===== config.mk =====
export PLATFORM = sky130hd
export DESIGN_NAME = bus_master_arbiter_flat
export DESIGN_NICKNAME = d
export VERILOG_FILES = /design/src/rtl/bus_master_arbiter_if.sv /design/src/rtl/bus_master_arbiter.sv /design/src/flat_wrapper.sv
export SDC_FILE = /design/constraint.sdc
export NUM_CORES = 1
export LEC_CHECK = 0
export ABC_AREA = 1
export CAP_MARGIN = 0
export CORE_MARGIN = 1
export CORE_UTILIZATION = 25
export DETAILED_ROUTE_END_ITERATION = 12
export PLACE_DENSITY = 0.62
export SYNTH_ARGS = -nofsm -noshare
export SYNTH_HDL_FRONTEND = slang
export SYNTH_SLANG_ARGS = --single-unit

===== constraint.sdc =====
create_clock -name clk -period 2.5 [get_ports clk]
set_input_delay 0.25 -clock clk [delete_from_list [all_inputs] [get_ports clk]]
set_output_delay 0.25 -clock clk [all_outputs]
set_load 0.05 [all_outputs]

===== src/rtl/bus_master_arbiter_if.sv =====
// Requester and bus signal bundle for bus_master_arbiter.
// The arbiter connects through the master modport; requesters and endpoints use the slave modport.
interface bus_master_arbiter_if #(
   parameter int NREQ       = 4,
   parameter int ADDR_WIDTH = 8,
   parameter int DATA_WIDTH = 8
);
   logic [NREQ-1:0]            req;
   logic [NREQ-1:0]            req_r_wn;
   logic [NREQ*ADDR_WIDTH-1:0] req_addr;
   logic [NREQ*DATA_WIDTH-1:0] req_wdata;
   logic [NREQ-1:0]            gnt;
   logic [NREQ-1:0]            ack;
   logic [DATA_WIDTH-1:0]      ack_rdata;
   logic                       bus_r_wn;
   logic [ADDR_WIDTH-1:0]      bus_addr;
   logic [DATA_WIDTH-1:0]      bus_wdata;
   logic [DATA_WIDTH-1:0]      bus_rdata;
   logic                       busy;

   modport master (
      input  req, req_r_wn, req_addr, req_wdata, bus_rdata,
      output gnt, ack, ack_rdata, bus_r_wn, bus_addr, bus_wdata, busy
   );

   modport slave (
      output req, req_r_wn, req_addr, req_wdata, bus_rdata,
      input  gnt, ack, ack_rdata, bus_r_wn, bus_addr, bus_wdata, busy
   );
endinterface


===== src/rtl/bus_master_arbiter.sv =====
// Round-robin arbiter sharing one parallel bus between NREQ requesters,
// with programmable setup / strobe / read-wait timing per transaction.
module bus_master_arbiter #(
   parameter int                    NREQ       = 4,
   parameter int                    ADDR_WIDTH = 8,
   parameter int                    DATA_WIDTH = 8,
   parameter int                    SETUP_CYC  = 1,
   parameter int                    STROBE_CYC = 1,
   parameter int                    READ_CYC   = 2,
   parameter logic [ADDR_WIDTH-1:0] PARK_ADDR  = '1
) (
   input logic                  clk,
   input logic                  rst_n,
   bus_master_arbiter_if.master bus
);
   localparam int MAX_AB = (SETUP_CYC > STROBE_CYC) ? SETUP_CYC : STROBE_CYC;
   localparam int MAXC   = (MAX_AB > READ_CYC) ? MAX_AB : READ_CYC;
   localparam int CW     = $clog2(MAXC + 1);
   localparam int IW     = $clog2(NREQ);

   localparam logic [CW-1:0] SETUP_LD  = CW'(SETUP_CYC - 1);
   localparam logic [CW-1:0] STROBE_LD = CW'(STROBE_CYC - 1);
   localparam logic [CW-1:0] READ_LD   = CW'(READ_CYC - 1);

   if (SETUP_CYC < 1 || STROBE_CYC < 1 || READ_CYC < 1 || NREQ < 2 || NREQ > 8) begin : g_bad_param
      $error("bus_master_arbiter: timing parameters must be >= 1 and NREQ in 2..8");
   end

   typedef enum logic [2:0] {IDLE, SETUP, STROBE, HOLD, READ, DONE} state_t;

   state_t                state_q, state_d;
   logic [IW-1:0]         idx_q, ptr_q, win_idx;
   logic                  win_found;
   logic                  rd_q;
   logic [ADDR_WIDTH-1:0] addr_q;
   logic [DATA_WIDTH-1:0] wdata_q, rdata_q;
   logic [CW-1:0]         cnt_q;
   int unsigned           k;

   // First requester at or above the pointer, wrapping modulo NREQ.
   always_comb begin
      win_found = 1'b0;
      win_idx   = '0;
      k         = 0;
      for (int unsigned i = 0; i < NREQ; i++) begin
         k = (32'(ptr_q) + i) % NREQ;
         if (!win_found && bus.req[k]) begin
            win_found = 1'b1;
            win_idx   = IW'(k);
         end
      end
   end

   always_ff @(posedge clk or negedge rst_n) begin
      if (!rst_n) state_q <= IDLE;
      else        state_q <= state_d;
   end

   always_comb begin
      state_d = state_q;
      unique case (state_q)
         IDLE:    if (win_found) state_d = bus.req_r_wn[win_idx] ? READ : SETUP;
         SETUP:   if (cnt_q == '0) state_d = STROBE;
         STROBE:  if (cnt_q == '0) state_d = HOLD;
         HOLD:    state_d = DONE;
         READ:    if (cnt_q == '0) state_d = DONE;
         DONE:    state_d = IDLE;
         default: state_d = IDLE;
      endcase
   end

   always_ff @(posedge clk or negedge rst_n) begin
      if (!rst_n) begin
         idx_q   <= '0;
         ptr_q   <= '0;
         rd_q    <= 1'b0;
         addr_q  <= '0;
         wdata_q <= '0;
         rdata_q <= '0;
         cnt_q   <= '0;
      end else begin
         unique case (state_q)
            IDLE: if (win_found) begin
               idx_q   <= win_idx;
               rd_q    <= bus.req_r_wn[win_idx];
               addr_q  <= bus.req_addr[32'(win_idx)*ADDR_WIDTH +: ADDR_WIDTH];
               wdata_q <= bus.req_wdata[32'(win_idx)*DATA_WIDTH +: DATA_WIDTH];
               cnt_q   <= bus.req_r_wn[win_idx] ? READ_LD : SETUP_LD;
            end
            SETUP:  cnt_q <= (cnt_q == '0) ? STROBE_LD : cnt_q - CW'(1);
            STROBE: if (cnt_q != '0) cnt_q <= cnt_q - CW'(1);
            READ: begin
               if (cnt_q != '0) cnt_q <= cnt_q - CW'(1);
               else             rdata_q <= bus.bus_rdata;
            end
            DONE:    ptr_q <= (idx_q == IW'(NREQ - 1)) ? '0 : idx_q + IW'(1);
            default: ;
         endcase
      end
   end

   always_comb begin
      bus.bus_r_wn  = 1'b1;
      bus.bus_addr  = PARK_ADDR;
      bus.bus_wdata = '0;
      bus.gnt       = '0;
      bus.ack       = '0;
      bus.ack_rdata = '0;
      bus.busy      = (state_q != IDLE);
      unique case (state_q)
         SETUP, HOLD: begin
            bus.bus_addr  = addr_q;
            bus.bus_wdata = wdata_q;
         end
         STROBE: begin
            bus.bus_r_wn  = 1'b0;
            bus.bus_addr  = addr_q;
            bus.bus_wdata = wdata_q;
         end
         READ:    bus.bus_addr = addr_q;
         default: ;
      endcase
      if (state_q != IDLE) bus.gnt[idx_q] = 1'b1;
      if (state_q == DONE) begin
         bus.ack[idx_q] = 1'b1;
         if (rd_q) bus.ack_rdata = rdata_q;
      end
   end
endmodule

===== src/flat_wrapper.sv =====
// flat-port wrapper written by rule: the top's interface ports become plain ports
module bus_master_arbiter_flat 
#(
   parameter int                    NREQ       = 4,
   parameter int                    ADDR_WIDTH = 8,
   parameter int                    DATA_WIDTH = 8,
   parameter int                    SETUP_CYC  = 1,
   parameter int                    STROBE_CYC = 1,
   parameter int                    READ_CYC   = 2,
   parameter logic [ADDR_WIDTH-1:0] PARK_ADDR  = '1
)
  (clk, rst_n, bus_req, bus_req_r_wn, bus_req_addr, bus_req_wdata, bus_bus_rdata, bus_gnt, bus_ack, bus_ack_rdata, bus_bus_r_wn, bus_bus_addr, bus_bus_wdata, bus_busy);
  bus_master_arbiter_if #(.NREQ(NREQ), .ADDR_WIDTH(ADDR_WIDTH), .DATA_WIDTH(DATA_WIDTH)) bus_i ();
  input logic clk;
  input logic rst_n;
  input wire logic [$bits(bus_i.req)-1:0] bus_req;
  input wire logic [$bits(bus_i.req_r_wn)-1:0] bus_req_r_wn;
  input wire logic [$bits(bus_i.req_addr)-1:0] bus_req_addr;
  input wire logic [$bits(bus_i.req_wdata)-1:0] bus_req_wdata;
  input wire logic [$bits(bus_i.bus_rdata)-1:0] bus_bus_rdata;
  output wire logic [$bits(bus_i.gnt)-1:0] bus_gnt;
  output wire logic [$bits(bus_i.ack)-1:0] bus_ack;
  output wire logic [$bits(bus_i.ack_rdata)-1:0] bus_ack_rdata;
  output wire logic [$bits(bus_i.bus_r_wn)-1:0] bus_bus_r_wn;
  output wire logic [$bits(bus_i.bus_addr)-1:0] bus_bus_addr;
  output wire logic [$bits(bus_i.bus_wdata)-1:0] bus_bus_wdata;
  output wire logic [$bits(bus_i.busy)-1:0] bus_busy;
  assign bus_i.req = bus_req;
  assign bus_i.req_r_wn = bus_req_r_wn;
  assign bus_i.req_addr = bus_req_addr;
  assign bus_i.req_wdata = bus_req_wdata;
  assign bus_i.bus_rdata = bus_bus_rdata;
  assign bus_gnt = bus_i.gnt;
  assign bus_ack = bus_i.ack;
  assign bus_ack_rdata = bus_i.ack_rdata;
  assign bus_bus_r_wn = bus_i.bus_r_wn;
  assign bus_bus_addr = bus_i.bus_addr;
  assign bus_bus_wdata = bus_i.bus_wdata;
  assign bus_busy = bus_i.busy;
  bus_master_arbiter #(.NREQ(NREQ), .ADDR_WIDTH(ADDR_WIDTH), .DATA_WIDTH(DATA_WIDTH), .SETUP_CYC(SETUP_CYC), .STROBE_CYC(STROBE_CYC), .READ_CYC(READ_CYC), .PARK_ADDR(PARK_ADDR)) u_core (.clk(clk), .rst_n(rst_n), .bus(bus_i));
endmodule

==> results.sh, run 1 <==
export IMPL_synth_cells=407
export IMPL_syn_avg_cell_area_um2=6.55
export IMPL_final_cell_mix="nand2_1, clkdlybuf4s50_1, inv_1, nor2_1, dfrtp_1"
export IMPL_start_util_pct=25.8
export IMPL_ys_warn_count=0
export IMPL_grt_max_degree=35
export IMPL_r2r_cells=12
export IMPL_grt_setup_unrepaired="false"
export IMPL_min_path_type="in -> async"
export IMPL_period_needed_ns=2.33
export IMPL_cts_root_buf="clkbuf_8"
export IMPL_cp_arrival_ns=2.08
export IMPL_cp_depth=5
export IMPL_grt_pass1_vias=2806
export IMPL_seq_area_frac_synth_pct=31.9
export IMPL_syn_area_mm2=0.00267
export IMPL_fp_dieH_um=105
export IMPL_wl_um=7910
export IMPL_io_buffers=115
export IMPL_worstSetupEndpointType="output port"
export IMPL_num_rows=37
export IMPL_track_usage_pct=14.3
export IMPL_num_vias=2901
export IMPL_core_region_area_mm2=0.0103
export IMPL_clock_path_buffers=2
export IMPL_clk_insertion_delay_late_ns=0.28
export IMPL_fp_dieW_um=105
export IMPL_area_growth_pct=52.0
export IMPL_drc=0
export IMPL_peakVddDrop_mv=0.596
export IMPL_via_per_inst=4.39
export IMPL_finalHoldViolCount=0
export IMPL_num_antenna_cells=0
export IMPL_gr_total_overflow=0
export IMPL_p_per_area_mw_per_mm2=1500
export IMPL_drive_gt1_share_pct=12.8
export IMPL_relSlewSlack_pct=47.7
export IMPL_synthTopCellsByArea="dfrtp_1, nand2_1, inv_1, o211ai_1, nor2_1"
export IMPL_worst_path_buf_inv=2
export IMPL_final_nets=613
export IMPL_drv_slew=0
export IMPL_dp_hpwl_um=6030
export IMPL_yosys_area_top_type_share_pct=31.9
export IMPL_final_common_cell="nand2_1"
export IMPL_gp_congestion=0.815
export IMPL_fin_setup_tns_ns=0
export IMPL_status="complete, no violations"
export IMPL_ys_seq_elements=34
export IMPL_stdcell_count=661
export IMPL_io_pins=116
export IMPL_dieArea_mm2=0.0111
export IMPL_drt_initial_drc_count=122
export IMPL_finalSetupViolCount=0
export IMPL_ant_nets=0
export IMPL_final_period_utilization_pct=93.1
export IMPL_path_class="reg -> out"
export IMPL_leakagePower_nw=1.97
export IMPL_ctsHoldBuffers=0
export IMPL_power_mw=6.07
export IMPL_dp_cells=651
export IMPL_cts_sinks=34
export IMPL_finClkSkew_ns=0.00554
export IMPL_dr_pass1_iters=4
export IMPL_antenna_found_initial=0
export IMPL_nFillCells=1071
export IMPL_synth_top_area_cell="dfrtp_1"
export IMPL_path_common_cell="nor2_1"
export IMPL_worst_setup_path_start_kind="register"
export IMPL_path_max_fanout=8
export IMPL_cpPeakStageDelay_ns=0.84
export IMPL_worst_pin_slew_ns=0.785
export IMPL_syn_nets=496
export IMPL_crit_family="buffers and inverters"
export IMPL_cts_tree="yes"
export IMPL_fmax_mhz=429
export IMPL_clk_pin_slew_ns=0.07
export IMPL_crit_slowest_cell="clkdlybuf4s50_1"
export IMPL_required_ns=2.25
export IMPL_synth_distinct_cells=31
export IMPL_cp_cell_sequence="nor2_1 > nor2_1 > inv_1 > nor2_1 > clkdlybuf4s50_1"
export IMPL_h_tree_depth=2
export IMPL_grt_pass1_wl_um=12800
export IMPL_cts_buffers_inserted=5
export IMPL_wl_per_cell_um=12.0
export IMPL_cap_violations=0
worst register-to-register path, stage by stage (launching register included):
cell,delay [ns]
dfrtp_2,0.49
inv_2,0.17
nand2_1,0.10
nand3_1,0.11
nand2_2,0.09
inv_1,0.09
nand2_1,0.07
nand2_1,0.20
nand3_4,0.18
buf_12,0.18
or2_2,0.26
o21ai_0,0.08
o211ai_1,0.10
cell families (layout without fill, tap and decap cells):
kind of cell	after synthesis	count (layout)	synth area share, %
simple gates	234	235	38.4
fa+ha+maj	7	7	3.29
buf+inv	74	191	11.6
flops	34	34	31.9
mux	8	8	3.38
compound gates	50	50	11.5
synth_stat cells:
cell,n
o21ai_0,17
a21oi_1,3
ha_1,7
nand2_4,1
buf_6,1
o211ai_1,20
nor2_4,1
buf_2,4
nor2_2,3
inv_1,55
nor3_1,2
nand3_1,18
inv_2,6
nor2_1,34
clkbuf_2,1
buf_4,4
clkbuf_1,2
or2_2,2
o21ai_1,8
o22ai_1,1
dfrtp_1,34
nand4_1,1
or2_1,10
nand3_4,2
inv_4,1
nor2_8,1
nand2_2,3
nand3_2,2
mux2_2,8
a221oi_1,1
nand2_1,154
repair_timing:
| item | CTS | global route |
|---|---|---|
| setup endpoints to repair | 0 | 18 |
| buffers inserted | 0 | 1 |
| resized for setup | 0 | 3 |
final timing paths:
check	to	slack (ns)	from
max	bus_bus_wdata[7]	0.17	u_core.state_q[0]
min	u_core.ptr_q[1]	0.04	rst_n
max reg2reg	u_core.addr_q[2]	0.26	u_core.ptr_q[0]
min reg2reg	u_core.wdata_q[5]	0.50	u_core.wdata_q[5]
max in group asynchronous	u_core.ptr_q[0]	1.92	rst_n
min in group clk	u_core.wdata_q[5]	0.50	u_core.wdata_q[5]
state kept, by name, indices dropped and copies added, names as in the netlist:
register	count
u_core.addr_q	8
u_core.cnt_q	2
u_core.idx_q	2
u_core.ptr_q	2
u_core.rd_q	1
u_core.rdata_q	8
u_core.state_q	3
u_core.wdata_q	8
through the flow:
step	area (um2)	util [%]	worst slack (ns)	hold WS, ns
floorplan	2670	-	0.517	-0.0456
finish	4050	39.2	0.172	0.0434
global placement	3910	37.9	0.164	0.383
CTS	4020	38.9	0.100	0.0683
detailed placement	3910	37.9	0.0781	0.379
global route	4050	39.2	0.0713	0.110
area by class of cell:
class	count	area [um2]	share of cell area (%)
Multi-Input combinational cell	300	1520	37.4
Timing Repair Buffer	121	1170	28.8
Sequential cell	34	852	21.0
Inverter	62	238	5.87
Tap cell	136	170	4.20
Clock buffer	8	110	2.72
per-layer routing:
metal | vias up | share of wire (%) | GRT usage (%)
li1 | 1509 | - | -
met1 | 1294 | 43 | 16.7
met2 | 88 | 49 | 25.8
met3 | 10 | 6.7 | 3.71
met4 | 0 | 1.6 | 3.42
met5 | - | 0 | 0
power by group:
| group | internal [mW] | total, mW | leakage [nW] | switching (mW) |
|---|---|---|---|---|
| Clock | 0.278 | 0.482 | 0.0575 | 0.203 |
| Sequential | 0.839 | 1.03 | 0.415 | 0.187 |
| Combinational | 1.57 | 4.56 | 1.49 | 2.99 |
Note: power is estimated with default switching activity, not from simulation.
==> run 2: changes to the inputs <==
--- a/config.mk
+++ b/config.mk
@@ -10,7 +10,7 @@
 export CORE_MARGIN = 1
 export CORE_UTILIZATION = 25
 export DETAILED_ROUTE_END_ITERATION = 12
-export PLACE_DENSITY = 0.62
+export PLACE_DENSITY = 0.6
 export SYNTH_ARGS = -nofsm -noshare
 export SYNTH_HDL_FRONTEND = slang
 export SYNTH_SLANG_ARGS = --single-unit
==> constraint.sdc (replaced) <==
create_clock -name clk -period 2.6 [get_ports clk]
set_input_delay 0.26 -clock clk [delete_from_list [all_inputs] [get_ports clk]]
set_output_delay 0.26 -clock clk [all_outputs]
set_load 0.05 [all_outputs]
==> run 2 against run 1 <==
Net effect:
- non-clock buffer count is 3 lower
- clock skew is 0.0028 ns lower
- clock power is 20% lower
- critical path depth stayed put
- via count is 2.0% lower
- sequential power is 3% lower
- final cell count is 0.91% lower
- die area stayed put
- final area is 2.0% lower
- combinational power is 9.0% lower
- critical endpoint is now bus_gnt[1]
==> results.sh, run 2 (same netlist as run 1, synthesis figures left out) <==
export IMPL_post_place_ws_ns=0.156
export IMPL_fin_setup_tns_ns=0
export IMPL_p_int_mw=2.37
export IMPL_area_growth_pct=49.0
export IMPL_reg_top3="u_core.addr_q x8, u_core.rdata_q x8, u_core.wdata_q x8"
export IMPL_r2r_cells=13
export IMPL_placed_area_mm2=0.00389
export IMPL_drt_initial_drc_count=99
export IMPL_finalHoldViolCount=0
export IMPL_final_nets=609
export IMPL_period_needed_ns=2.37
export IMPL_cap_violations=0
export IMPL_cts_tree="yes"
export IMPL_ant_nets=0
export IMPL_fin_area_mm2=0.00397
export IMPL_leakagePower_nw=1.92
export IMPL_regToRegSetupSlack_ns=0.28
export IMPL_combPwrFrac_pct=75.0
export IMPL_drv_slew=0
export IMPL_worst_pin_slew_ns=0.801
export IMPL_wl_per_cell_um=11.9
export IMPL_num_rows=37
export IMPL_gr_total_overflow=0
export IMPL_r2r_start="u_core.ptr_q[0]"
export IMPL_fmax_mhz=422
export IMPL_stdcell_count=655
export IMPL_pwr_share_seq_pct=18.0
export IMPL_cts_buffers_inserted=5
export IMPL_postCtsSetupRepairBufs=0
export IMPL_fp_dieH_um=105
export IMPL_min_path_type="in -> async"
export IMPL_worstSetupEndpointType="output port"
export IMPL_final_cell_mix="nand2_1, clkdlybuf4s50_1, inv_1, nor2_1, dfrtp_1"
export IMPL_num_antenna_cells=0
export IMPL_clkPwrFrac_pct=7.0
export IMPL_clk_pin_slew_ns=0.07
export IMPL_required_ns=2.34
export IMPL_io_buffers=115
export IMPL_p_per_area_mw_per_mm2=1390
export IMPL_netSwitchingFraction_pct=57.1
export IMPL_finClkSkew_ns=0.00276
export IMPL_fp_dieW_um=105
export IMPL_endpoint="bus_gnt[1]"
export IMPL_grt_pass1_vias=2790
export IMPL_relSlewSlack_pct=46.6
export IMPL_cts_root_buf="clkbuf_8"
export IMPL_wl_um=7780
export IMPL_dp_hpwl_um=6160
export IMPL_dp_cells=649
export IMPL_drive_gt1_share_pct=11.2
export IMPL_p_sw_mw=3.16
export IMPL_cp_arrival_ns=2.11
export IMPL_status="complete, no violations"
export IMPL_final_common_cell="nand2_1"
export IMPL_cts_sinks=34
export IMPL_final_period_utilization_pct=91.2
export IMPL_core_region_area_mm2=0.0103
export IMPL_post_route_util_pct=38.5
export IMPL_io_pins=116
export IMPL_drc=0
export IMPL_num_vias=2844
export IMPL_h_tree_depth=2
export IMPL_track_usage_pct=14.6
export IMPL_antenna_found_initial=0
export IMPL_r2r_end="u_core.cnt_q[0]"
export IMPL_via_per_inst=4.34
export IMPL_start_util_pct=25.8
export IMPL_gp_congestion=0.803
export IMPL_path_max_fanout=9
export IMPL_peakVddDrop_mv=0.730
export IMPL_dr_pass1_iters=4
export IMPL_grt_pass1_wl_um=13000
export IMPL_finalSetupViolCount=0
export IMPL_grt_setup_unrepaired="false"
export IMPL_path_class="reg -> out"
export IMPL_worst_setup_path_start_kind="register"
export IMPL_dieArea_mm2=0.0111
export IMPL_startpoint="u_core.state_q[1]"
export IMPL_clk_insertion_delay_late_ns=0.28
export IMPL_setup_slack_ns=0.229
export IMPL_clock_path_buffers=2
export IMPL_grt_max_degree=35
[run 2: changes by cell type in the layout (fill, tap and decap cells not counted), moves of 2 or more]
cell / before / now
buf_4: 24 / 20
buf_12: 2 / 0
clkbuf_8: 8 / 6
dlygate4sd2_1: 0 / 2
[run 2: worst max-delay path: stages (launching register included)]
cell and delay, ns:
dfrtp_1 0.42, nor2_1 0.18, inv_1 0.09, nor2_2 0.35, nor2_1 0.09, clkdlybuf4s50_1 0.71
[run 2: how the worst min path moves through the flow]
stage | start | to | slack (ns)
2_1_floorplan | rst_n | u_core.addr_q[0] | -0.04
3_3_place_gp | rst_n | u_core.ptr_q[0] | 0.40
3_5_place_dp | rst_n | u_core.rdata_q[5] | 0.41
4_1_cts | rst_n | u_core.rdata_q[5] | 0.10
5_1_grt | rst_n | u_core.rdata_q[5] | 0.13
6_report | rst_n | u_core.idx_q[1] | 0.07
[run 2: cell type report]
class,instances,area (um2)
well taps,136,170
repair buffers,118,1130
flip-flops and latches,34,852
fillers,1102,6350
multi-input cells,299,1510
inverters,62,235
clock buffers,6,82.6
[run 2: power groups by stage]
stage / clock, mW / sequential, mW / combinational [mW]
after CTS: 0.408 / 0.995 / 4.21
after floorplan: 0 / 0.925 / 3.24
after global routing: 0.428 / 1.03 / 4.65
after global placement: 0 / 0.988 / 4.15
final: 0.387 / 0.995 / 4.15
after detailed placement: 0 / 1.00 / 4.21
[run 2: what timing repair did]
item | 4_1_cts | 5_1_grt
endpoints found under the setup margin | 2 | 13
resized for setup | 2 | 2
hold buffers | 0 | 0
[run 2: stage by stage]
step | power [mW] | hold WS (ns)
global route | 6.11 | 0.135
floorplan | 4.16 | -0.0356
detailed placement | 5.22 | 0.410
global placement | 5.14 | 0.395
finish | 5.53 | 0.0660
CTS | 5.62 | 0.102
[run 2: per-layer routing]
| metal | vias up | track usage, % | wire length [um] |
|---|---|---|---|
| met2 | 76 | 26.1 | 3900 |
| met3 | 8 | 3.65 | 419 |
| met5 | - | 0 | 0 |
| met4 | 0 | 3.72 | 90 |
| met1 | 1272 | 17.2 | 3370 |
| li1 | 1488 | - | - |
